**src/rtl/mem_request_arbiter.sv**
```systemverilog
// ----------------------------------------------------------------------------
// mem_request_arbiter
//
// Responder end of the cache miss path. Takes icache fill requests and dcache
// read/write requests, serialises them onto a single-port RAM, and returns the
// wait/load handshake to each cache.
//
// Configuration macro:
//   ARB_RR_EN  defined   -> round-robin between icache and dcache. A 1-bit
//                           pointer moves to the other side after every
//                           completion.
//              undefined -> fixed priority, dcache always wins a tie.
//
// Parameters:
//   WATCHDOG  cycles allowed in an access state before a forced error
//             completion (must be >= 2)
//   ERR_WORD  load value returned on a watchdog completion
//
// Ports:
//   CLK, nRST                  clock, asynchronous active-low reset
//   iREN, iaddr                icache request (held until iwait=0)
//   iwait, iload               icache handshake / fill data
//   dREN, dWEN, daddr, dstore  dcache request (dWEN wins over dREN)
//   dwait, dload               dcache handshake / read data
//   ramREN, ramWEN, ramaddr,
//   ramstore                   RAM request strobes, address and write data
//   ramload, ramstate          RAM read data and status (FREE/BUSY/ACCESS/ERROR)
//   memerr                     sticky watchdog error flag
// ----------------------------------------------------------------------------
module mem_request_arbiter #(
    parameter int          WATCHDOG = 64,
    parameter logic [31:0] ERR_WORD = 32'hBAD1BAD1
) (
    input  logic        CLK,
    input  logic        nRST,
    // icache side
    input  logic        iREN,
    input  logic [31:0] iaddr,
    output logic        iwait,
    output logic [31:0] iload,
    // dcache side
    input  logic        dREN,
    input  logic        dWEN,
    input  logic [31:0] daddr,
    input  logic [31:0] dstore,
    output logic        dwait,
    output logic [31:0] dload,
    // RAM side
    output logic        ramREN,
    output logic        ramWEN,
    output logic [31:0] ramaddr,
    output logic [31:0] ramstore,
    input  logic [31:0] ramload,
    input  logic [1:0]  ramstate,
    // status
    output logic        memerr
);

    localparam int          WD_W       = $clog2(WATCHDOG) + 1;
    localparam logic [WD_W-1:0] WD_LAST = WD_W'(WATCHDOG - 1);
    localparam logic [1:0]  RAM_ACCESS = 2'd2;

    typedef enum logic [1:0] {
        S_IDLE = 2'd0,
        S_IACC = 2'd1,
        S_DACC = 2'd2
    } state_t;

    state_t            r_state;
    state_t            w_state_nxt;
    logic [WD_W-1:0]   r_wdog;
    logic              r_memerr;

    logic              w_ireq;
    logic              w_dreq;
    logic              w_pick_d;
    logic              w_wd_last;
    logic              w_cmpl_i;
    logic              w_cmpl_d;
    logic              w_wd_fire;

    assign w_ireq    = iREN;
    assign w_dreq    = dREN | dWEN;
    assign w_wd_last = (r_wdog == WD_LAST);
    assign memerr    = r_memerr;

`ifdef ARB_RR_EN
    // Pointer high means the dcache side owns the next tie.
    logic r_rr_ptr;

    assign w_pick_d = w_dreq & (~w_ireq | r_rr_ptr);

    always_ff @(posedge CLK or negedge nRST) begin
        if (!nRST) begin
            r_rr_ptr <= 1'b1;
        end else if (w_cmpl_i) begin
            r_rr_ptr <= 1'b1;
        end else if (w_cmpl_d) begin
            r_rr_ptr <= 1'b0;
        end
    end
`else
    assign w_pick_d = w_dreq;
`endif

    // State register, watchdog counter and sticky error flag.
    always_ff @(posedge CLK or negedge nRST) begin
        if (!nRST) begin
            r_state  <= S_IDLE;
            r_wdog   <= '0;
            r_memerr <= 1'b0;
        end else begin
            r_state <= w_state_nxt;
            // Counter sits at zero in IDLE so every grant starts a fresh count.
            if (r_state == S_IDLE) begin
                r_wdog <= '0;
            end else begin
                r_wdog <= r_wdog + 1'b1;
            end
            if (w_wd_fire) begin
                r_memerr <= 1'b1;
            end
        end
    end

    // Next state and all cache/RAM outputs. Strobes follow the held cache
    // inputs combinationally so a withdrawn request drops them the same cycle.
    always_comb begin
        w_state_nxt = r_state;
        iwait       = 1'b1;
        dwait       = 1'b1;
        iload       = '0;
        dload       = '0;
        ramREN      = 1'b0;
        ramWEN      = 1'b0;
        ramaddr     = '0;
        ramstore    = '0;
        w_cmpl_i    = 1'b0;
        w_cmpl_d    = 1'b0;
        w_wd_fire   = 1'b0;

        case (r_state)
            S_IDLE: begin
                if (w_pick_d) begin
                    w_state_nxt = S_DACC;
                end else if (w_ireq) begin
                    w_state_nxt = S_IACC;
                end
            end

            S_IACC: begin
                if (!iREN) begin
                    w_state_nxt = S_IDLE;
                end else begin
                    ramREN  = 1'b1;
                    ramaddr = iaddr;
                    // A real ACCESS in the last watchdog cycle still wins.
                    if (ramstate == RAM_ACCESS) begin
                        iwait       = 1'b0;
                        iload       = ramload;
                        w_cmpl_i    = 1'b1;
                        w_state_nxt = S_IDLE;
                    end else if (w_wd_last) begin
                        iwait       = 1'b0;
                        iload       = ERR_WORD;
                        w_cmpl_i    = 1'b1;
                        w_wd_fire   = 1'b1;
                        w_state_nxt = S_IDLE;
                    end
                end
            end

            S_DACC: begin
                if (!w_dreq) begin
                    w_state_nxt = S_IDLE;
                end else begin
                    ramaddr  = daddr;
                    ramWEN   = dWEN;
                    ramstore = dstore;
                    ramREN   = dREN & ~dWEN;
                    if (ramstate == RAM_ACCESS) begin
                        dwait       = 1'b0;
                        dload       = dWEN ? 32'd0 : ramload;
                        w_cmpl_d    = 1'b1;
                        w_state_nxt = S_IDLE;
                    end else if (w_wd_last) begin
                        dwait       = 1'b0;
                        dload       = ERR_WORD;
                        w_cmpl_d    = 1'b1;
                        w_wd_fire   = 1'b1;
                        w_state_nxt = S_IDLE;
                    end
                end
            end

            default: begin
                w_state_nxt = S_IDLE;
            end
        endcase
    end

endmodule

```
**config.mk**
```make
export PLATFORM = sky130hd
export DESIGN_NAME = mem_request_arbiter
export DESIGN_NICKNAME = d
export VERILOG_FILES = /design/src/rtl/mem_request_arbiter.sv
export SDC_FILE = /design/constraint.sdc
export NUM_CORES = 1
export LEC_CHECK = 0
export ABC_AREA = 1
export ABC_CLOCK_PERIOD_IN_PS = 1500
export BUFFER_PORTS_ARGS = -buffer_cell sky130_fd_sc_hd__buf_2
export CAP_MARGIN = 40
export CELL_PAD_IN_SITES_DETAIL_PLACEMENT = 0
export CELL_PAD_IN_SITES_GLOBAL_PLACEMENT = 2
export CORE_MARGIN = 4
export CORE_UTILIZATION = 11
export CTS_BUF_LIST = sky130_fd_sc_hd__clkbuf_4 sky130_fd_sc_hd__clkbuf_8
export DETAILED_ROUTE_END_ITERATION = 16
export PLACE_DENSITY_LB_ADDON = 0.1
export SLEW_MARGIN = 10
export SYNTH_ARGS = -nofsm -noshare
export SYNTH_HDL_FRONTEND = slang
export SYNTH_SLANG_ARGS = --single-unit
```
**constraint.sdc**
```tcl
create_clock -name CLK -period 1.5 [get_ports CLK]
set_clock_uncertainty 0.15 [all_clocks]
set_input_delay 0.15 -clock CLK [delete_from_list [all_inputs] [get_ports CLK]]
set_output_delay 0.15 -clock CLK [all_outputs]
set_load 0.02 [all_outputs]
```
==> reports/metrics.cfg, run 1 <==
[status]
status = finished, violations left
violations = setup timing

[logic_synthesis]
ys_types = 24
synth_seq_cells = 10
synth_top_cells_by_area = nand2_1, a21oi_1, nor2_1
avgSynthCellArea_um2 = 5.10
ys_warn_count = 0
synth_fp_nets = 521
yosysSeqAreaShare = 0.129
synthCells = 381
synth_top_area_cell = nand2_1
synth_top_area_frac = 0.151
synth_area_mm2 = 0.00194

[floorplanning]
row_count = 48
die_w_um = 141
start_util = 0.112
io_pins = 268
coreArea_mm2 = 0.0173
fp.dieH_um = 141
die_area_mm2 = 0.0199

[sta]
timing.hold.ws_ns = 0.166
rsz0062_at_grt = true
fin_crit_sh = 1.32
slew_viol_final = 0
timing.fmax_ghz = 0.506
finalHoldViolations = 0
worst_slack_ns = -0.476
slew_headroom = 0.780
fin_crit_ns = 1.98
setup_viol = 135
tightest_slew_ns = 0.330

[run]
maxCapViolCount = 0

[cts]
clock_latency_ns = 0.23
cts-root-buf = clkbuf_8
cts_tree = built
cts_buffers = 3
clk_pin_slew_ns = 0.05
cts.sinks = 10
ctsLongestPathBuffers = 2
cts_htree_levels = 1

[cells_and_area]
layout_common_cells = buf_2, buf_6, nor2_4, inv_1, nand2_2
area_delta_synth_final_pct = 245
antenna_cells_inserted = 0
fin_nets = 835
postLayoutCoreUtil = 0.388
final_common_cell = buf_2
drive_gt1_frac = 0.777
finalInstanceArea_mm2 = 0.00671

[global_route]
grtUsageTotal = 0.113
grt-ovfl-total = 0
antenna_found_initial = 0
grt_pass1_vias = 3540
grt_max_degree = 54
grt_pass1_wl_um = 18600

[drt]
avgRoutedWirePerCell_um = 14.1
avgViaCountPerCell = 3.90
dr.pass1.iters = 4
drt_iter0_markers = 101
vias = 3587
drcViolationCount = 0
wirelength_um = 12900
ant_nets = 0

[critical_path]
crit_fanout = 11
end_kind = output pin
crit_required_ns = 1.20
arrival_ns = 1.68
start_kind = flip-flop
r2r_slack_ns = -0.18
critPathKind = flip-flop to output pin

[pwr]
intPower_mw = 3.90
peakVddDrop_mv = 1.03
leakagePower_nw = 3.11
power_density_mw_per_mm2 = 1160
p_switching_mw = 3.87
swShare = 0.498
pwr-share-seq = 0.050
combPwrFrac = 0.907
pwr-share-clk = 0.043

[worst_hold_path]
min_path_type = primary input to async pin

[placement]
port_buffers = 267
dpl_cell_area_mm2 = 0.00497
place_congestion = 0.772
hpwl_um = 9650

[final timing paths]
kind                                         from                endpoint  depth (start not counted)
setup / recovery           r_state[0]$_DFFE_PN0P_            ramstore[10]                          8
hold / removal                               nRST     r_wdog[1]$_DFF_PN0_                          2
setup reg to reg           r_state[1]$_DFFE_PN0P_  r_state[1]$_DFFE_PN0P_                         10
hold reg to reg                memerr$_DFFE_PN0P_      memerr$_DFFE_PN0P_                          1
max in group asynchronous                    nRST      memerr$_DFFE_PN0P_                          2
min in group CLK                             dWEN  r_state[1]$_DFFE_PN0P_                          5
[registers in the layout, indices dropped and copies added (netlist names)]
register and count:
r_state 2, memerr 1, r_wdog 7
[metrics by stage]
step                      setup slack (ns)  TNS [ns]  instances  total power [mW]
after detailed placement            -0.295    -24.05        887              5.36
after global routing                -0.543    -63.33        919              8.23
after CTS                           -0.492    -54.38        903              6.76
after global placement              -0.306    -24.28        887              5.37
after floorplan                     -0.157     -8.70        381              3.89
final                               -0.476    -54.33        919              7.76
[cells by family after synthesis]
kind of cell | Yosys count | synth area share
flops | 10 | 0.129
compound gates | 64 | 0.168
xor+xnor | 1 | 0.00451
fa+ha+maj | 5 | 0.0322
simple gates | 211 | 0.468
buf+inv | 90 | 0.198
[critical path, cell delays in order, from the launching register on]
cell and delay [ns]:
dfrtp_1 0.40, inv_2 0.10, ha_4 0.18, o21ai_4 0.08
buf_4 0.14, buf_12 0.14, buf_16 0.16, nor2_2 0.09
buf_4 0.14
[power groups by stage]
stage	sequential, mW	clock [mW]	combinational, mW
after detailed placement	0.391	0	4.97
after floorplan	0.395	0	3.50
after global routing	0.391	0.364	7.48
after CTS	0.387	0.347	6.02
final	0.386	0.337	7.04
after global placement	0.392	0	4.97
[timing repair]
| action | in CTS | in global routing |
|---|---|---|
| pin swaps | 12 | 21 |
| gates cloned | 6 | 7 |
| buffers inserted | 5 | 9 |
| setup endpoints to repair | 134 | 135 |
| endpoints found under the hold margin | 10 | 0 |
| resized for setup | 200 | 177 |
| hold buffers | 1 | 0 |
[synth_stat cells (all sizes together)]
library cell	number
inv	62
dfrtp	10
nand3	6
nor2	94
clkinv	3
clkbuf	5
xor2	1
ha	5
a21oi	57
o21ai	6
o21bai	1
nand2	81
nor3	30
buf	20
[layer usage]
layer / vias up / global-route usage / wire [um]
li1: 1809 / - / -
met1: 1613 / 0.131 / 4930
met2: 159 / 0.212 / 6790
met3: 6 / 0.0265 / 1090
met4: 0 / 0.0199 / 106
met5: - / 0 / 0
[area by class of cell]
type,count,area (um2)
tap,225,282
timing repair inverter,1,11.3
multi-input combinational,284,2750
fill,1781,10600
inverter,65,280
timing repair buffer,330,3080
sequential,10,250
clock buffer,4,55.1
(Power assumes the default switching activity.)
==> run 2, diff against run 1 <==
--- a/config.mk
+++ b/config.mk
@@ -6,13 +6,13 @@
 export NUM_CORES = 1
 export LEC_CHECK = 0
 export ABC_AREA = 1
-export ABC_CLOCK_PERIOD_IN_PS = 1500
-export BUFFER_PORTS_ARGS = -buffer_cell sky130_fd_sc_hd__buf_2
+export ABC_CLOCK_PERIOD_IN_PS = 2300
+export BUFFER_PORTS_ARGS = -buffer_cell sky130_fd_sc_hd__clkbuf_2
 export CAP_MARGIN = 40
 export CELL_PAD_IN_SITES_DETAIL_PLACEMENT = 0
 export CELL_PAD_IN_SITES_GLOBAL_PLACEMENT = 2
 export CORE_MARGIN = 4
-export CORE_UTILIZATION = 11
+export CORE_UTILIZATION = 13
 export CTS_BUF_LIST = sky130_fd_sc_hd__clkbuf_4 sky130_fd_sc_hd__clkbuf_8
 export DETAILED_ROUTE_END_ITERATION = 16
 export PLACE_DENSITY_LB_ADDON = 0.1
==> constraint.sdc (replaced) <==
create_clock -name CLK -period 2.3 [get_ports CLK]
set_clock_uncertainty 0.15 [all_clocks]
set_input_delay 0.23 -clock CLK [delete_from_list [all_inputs] [get_ports CLK]]
set_output_delay 0.23 -clock CLK [all_outputs]
set_load 0.02 [all_outputs]
==> reports/metrics.cfg, run 2 (synthesis results as in run 1) <==
[status]
status = completed

[pwr]
peakVddDrop_mv = 0.240
swShare = 0.594
power_density_mw_per_mm2 = 664
combPwrFrac = 0.807
leakagePower_nw = 2.22
pwr-share-clk = 0.090
pwr-share-seq = 0.103
p_total_mw = 2.38
p_switching_mw = 1.41
intPower_mw = 0.964

[sta]
slew_headroom = 0.733
finalSetupTns_ns = 0
setup_viol = 0
tightest_slew_ns = 0.400
rsz0062_at_grt = true
finalHoldViolations = 0
timing.fmax_ghz = 0.448
slew_viol_final = 0
fin_crit_sh = 0.971
worst_slack_ns = 0.0670
fin_crit_ns = 2.23

[global_route]
grt_max_degree = 36
antenna_found_initial = 0
grt_pass1_vias = 2834
grt_pass1_wl_um = 14700
grt-ovfl-total = 0
grtUsageTotal = 0.107

[cts]
cts.sinks = 10
postCtsSetupBuffers = 0
ctsLongestPathBuffers = 2
cts-root-buf = clkbuf_8
clock_latency_ns = 0.23
cts_tree = built
clk_pin_slew_ns = 0.05
cts_buffers = 3
cts_htree_levels = 1

[cells_and_area]
antenna_cells_inserted = 0
top_register = r_wdog
fin_cells = 824
largest_reg_flops = 7
final_common_cell = clkbuf_2
n_fill_cell = 1688
drive_gt1_frac = 0.489
fin_nets = 781
postLayoutCoreUtil = 0.245
area_delta_synth_final_pct = 84.1
layout_common_cells = clkbuf_2, nand2_1, nor2_1, inv_1, a21oi_1

[floorplanning]
coreArea_mm2 = 0.0146
row_count = 44
io_pins = 268
start_util = 0.133
die_w_um = 130
die_area_mm2 = 0.0170
fp.dieH_um = 130

[critical_path]
critPathKind = flip-flop to output pin
arrival_ns = 1.85
crit_fanout = 19
crit_start = r_wdog[0]$_DFF_PN0_
timing.rr.start = r_state[0]$_DFFE_PN0P_
r2r-end = r_state[0]$_DFFE_PN0P_
crit_required_ns = 1.92
r2r_slack_ns = 0.53
start_kind = flip-flop
end_kind = output pin
rr_worst_depth = 9

[worst_hold_path]
min_path_type = primary input to async pin

[drt]
avgViaCountPerCell = 3.84
drt_iter0_markers = 105
dr.pass1.iters = 6
wirelength_um = 10400
vias = 3162
ant_nets = 0
drcViolationCount = 0
avgRoutedWirePerCell_um = 12.7

[placement]
port_buffers = 267
place_congestion = 0.767
place_ws_ns = 0.204
dpl.cell_count = 819
hpwl_um = 8870

[run]
maxCapViolCount = 0

run 2: cell count changes in the layout (fill, tap and decap cells not counted), sizes merged:
cell | before | now
clkinv | 5 | 4
clkbuf | 8 | 271
nand2 | 84 | 81
buf | 325 | 12
run 2: worst max path at each step:
stage	slack (ns)	to
2_1_floorplan	0.37	dload[10]
3_3_place_gp	0.26	ramaddr[29]
3_5_place_dp	0.20	ramaddr[29]
4_1_cts	0.02	iload[7]
5_1_grt	-0.07	dload[31]
6_report	0.07	iload[7]
run 2: what timing repair did:
item | in CTS | in global routing
hold buffers | 1 | 0
endpoints found under the setup margin | 29 | 59
resized for setup | 1 | 3
hold endpoints to repair | 10 | 0
run 2: layer usage:
metal,vias to the layer above,wire length [um],global-route usage
li1,1679,-,-
met1,1328,3740,0.118
met2,145,5450,0.207
met3,10,1110,0.0258
met4,0,132,0.0196
met5,-,0,0
run 2: power groups by stage:
stage               Sequential [mW]  Combinational (mW)  Clock (mW)
finish                        0.245                1.92       0.213
global route                  0.249                2.13       0.233
CTS                           0.245                1.96       0.224
detailed placement            0.247                1.95           0
global placement              0.246                1.98           0
floorplan                     0.240                1.23           0
run 2: area by class of cell:
| cell class | count | area [um2] | area share |
|---|---|---|---|
| tap | 184 | 230 | 0.0644 |
| timing repair buffer | 280 | 1480 | 0.413 |
| clock buffer | 4 | 55.1 | 0.0154 |
| inverter | 65 | 254 | 0.0710 |
| sequential | 10 | 250 | 0.0700 |
| multi-input combinational | 281 | 1310 | 0.366 |
run 2: worst max-delay path, cell delays in order (launching register included):
cell,delay [ns]
dfrtp_1,0.39
ha_1,0.24
nand3_2,0.12
nor2_2,0.06
nor2_2,0.21
clkinv_4,0.10
nand2_4,0.24
nor2_1,0.09
clkbuf_2,0.16
run 2: per-stage QoR:
stage	hold slack, ns	cell area (um2)
after floorplan	-0.216	1940
after global placement	-0.0303	3500
after detailed placement	-0.0370	3500
after CTS	0.246	3570
after global routing	0.286	3580
final	0.245	3580
==> run 3, diff against run 2 <==
--- a/config.mk
+++ b/config.mk
@@ -15,7 +15,9 @@
 export CORE_UTILIZATION = 13
 export CTS_BUF_LIST = sky130_fd_sc_hd__clkbuf_4 sky130_fd_sc_hd__clkbuf_8
 export DETAILED_ROUTE_END_ITERATION = 16
+export GPL_TIMING_DRIVEN = 1
 export PLACE_DENSITY_LB_ADDON = 0.1
+export REMOVE_ABC_BUFFERS = 1
 export SLEW_MARGIN = 10
 export SYNTH_ARGS = -nofsm -noshare
 export SYNTH_HDL_FRONTEND = slang
==> constraint.sdc (replaced) <==
create_clock -name CLK -period 2.3 [get_ports CLK]
set_clock_uncertainty 0.15 [all_clocks]
set_input_delay 0.23 -clock CLK [delete_from_list [all_inputs] [get_ports CLK]]
set_output_delay 0.23 -clock CLK [all_outputs]
set_load 0.005 [all_outputs]
==> reports/metrics.cfg, run 3 (synthesis results as in run 1) <==
[status]
status = completed

[pwr]
peakVddDrop_mv = 0.203
power_density_mw_per_mm2 = 571
leakagePower_nw = 2.22

[cells_and_area]
postLayoutCoreUtil = 0.245
antenna_cells_inserted = 0
top_register = r_wdog
layout_common_cells = clkbuf_2, nand2_1, nor2_1, inv_1, a21oi_1
finalInstanceArea_mm2 = 0.00357
area_delta_synth_final_pct = 84.0
largest_reg_flops = 7
final_common_cell = clkbuf_2
fin_nets = 779
drive_gt1_frac = 0.489

[drt]
wirelength_um = 10600
avgViaCountPerCell = 3.95
dr.pass1.iters = 4
drt_iter0_markers = 88
vias = 3248
avgRoutedWirePerCell_um = 12.9
ant_nets = 0
drcViolationCount = 0

[critical_path]
cpMostUsedCell = nor2_2
crit_fanout = 19
end_kind = output pin
r2r_slack_ns = 0.44
max_stage_delay_ns = 0.39
cp_top_family = simple AND/OR/NAND/NOR gates
cp_slowest_cell = dfrtp_1
critPathKind = flip-flop to output pin
start_kind = flip-flop
crit_chain = ha_1 -> nand3_2 -> nor2_2 -> nor2_2 -> clkinv_4 -> nand2_4 -> nor2_1 -> clkbuf_2
crit_required_ns = 1.92
rr_worst_depth = 7
timing.rr.start = r_state[1]$_DFFE_PN0P_
arrival_ns = 1.80
worst-path-buf-inv = 2
r2r-end = memerr$_DFFE_PN0P_

[global_route]
antenna_found_initial = 0
grtUsageTotal = 0.112
grt_max_degree = 40
grt_pass1_wl_um = 15300
grt_pass1_vias = 3176
grt-ovfl-total = 0

[floorplanning]
coreArea_mm2 = 0.0146
start_util = 0.133
fp.dieH_um = 130
die_w_um = 130
row_count = 44
io_pins = 268
die_area_mm2 = 0.0170

[cts]
cts_htree_levels = 1
cts-root-buf = clkbuf_8
clock_latency_ns = 0.23
cts.sinks = 10
clk_pin_slew_ns = 0.05
cts_buffers = 3
cts_tree = built
postCtsSetupBuffers = 0
ctsLongestPathBuffers = 2

[sta]
setup_viol = 0
timing.fmax_ghz = 0.459
slew_headroom = 0.693
fin_crit_ns = 2.18
rsz0062_at_grt = true
fin_crit_sh = 0.947
slew_viol_final = 0
finalHoldViolations = 0
tightest_slew_ns = 0.460

[worst_hold_path]
min_path_type = primary input to async pin

[placement]
port_buffers = 267
dpl_cell_area_mm2 = 0.00350
hpwl_um = 8990
place_congestion = 0.791

[run]
maxCapViolCount = 0

-- run 3: cell types whose count changed in the layout (fill, tap and decap cells not counted) --
cell      delta
buf_12       +1
buf_4        -2
buf_6        -1
clkinv_1     -1
clkinv_2     +1
ha_1         +1
ha_2         -1
nor3_1       -1
nor3_2       +1
-- run 3: power breakdown --
part,switching (mW),internal (mW)
clock network,0.0709,0.151
registers,0.0271,0.212
logic,0.941,0.640
total,1.04,1.00
-- run 3: area by class of cell --
| type | instances | area [um2] |
|---|---|---|
| multi-input combinational | 281 | 1310 |
| fill | 1717 | 11000 |
| inverter | 65 | 255 |
| timing repair buffer | 278 | 1470 |
| tap | 184 | 230 |
| sequential | 10 | 250 |
| clock buffer | 4 | 55.1 |
-- run 3: worst reg2reg max path, cell delays in order, from the launching register on --
cell and delay [ns]:
dfrtp_1 0.37, buf_4 0.14, ha_1 0.22, o21ai_2 0.11, buf_4 0.36, o21ai_0 0.16
nand3_1 0.13, o21bai_1 0.07
-- run 3: layer usage --
| metal | track usage | wire [um] | up-vias |
|---|---|---|---|
| met3 | 0.0303 | 1260 | 20 |
| li1 | - | - | 1675 |
| met4 | 0.0373 | 291 | 0 |
| met5 | 0 | 0 | - |
| met2 | 0.224 | 5580 | 172 |
| met1 | 0.109 | 3450 | 1381 |
-- run 3: through the flow --
step                      power [mW]  cells  hold slack, ns  TNS (ns)  setup WS [ns]
final                           2.04    822           0.254         0          0.121
after global routing            2.28    822           0.290   -0.0438        -0.0111
after CTS                       2.10    822           0.272         0         0.0367
after floorplan                0.982    356          -0.216   -0.0114       -0.00127
after detailed placement        1.86    817         -0.0241         0          0.160
after global placement          1.88    817         -0.0372         0          0.206
-- run 3: worst max path at each step --
stage                                 startpoint          end  slack (ns)  depth (start not counted)
after global placement    r_state[0]$_DFFE_PN0P_  ramaddr[27]        0.21                          8
after detailed placement  r_state[0]$_DFFE_PN0P_  ramaddr[16]        0.16                          6
after floorplan           r_state[1]$_DFFE_PN0P_     iload[0]      -0.001                          6
after global routing         r_wdog[0]$_DFF_PN0_     dload[9]       -0.01                          8
final                        r_wdog[0]$_DFF_PN0_     iload[9]        0.12                          8
after CTS                 r_state[0]$_DFFE_PN0P_    dload[10]        0.04                          6
-- run 3: timing repair --
action                                  4_1_cts  5_1_grt
gates resized for setup                       2        2
hold buffers                                  1        0
gates cloned                                  0        0
endpoints found under the hold margin        10        0
endpoints found under the setup margin       47       18
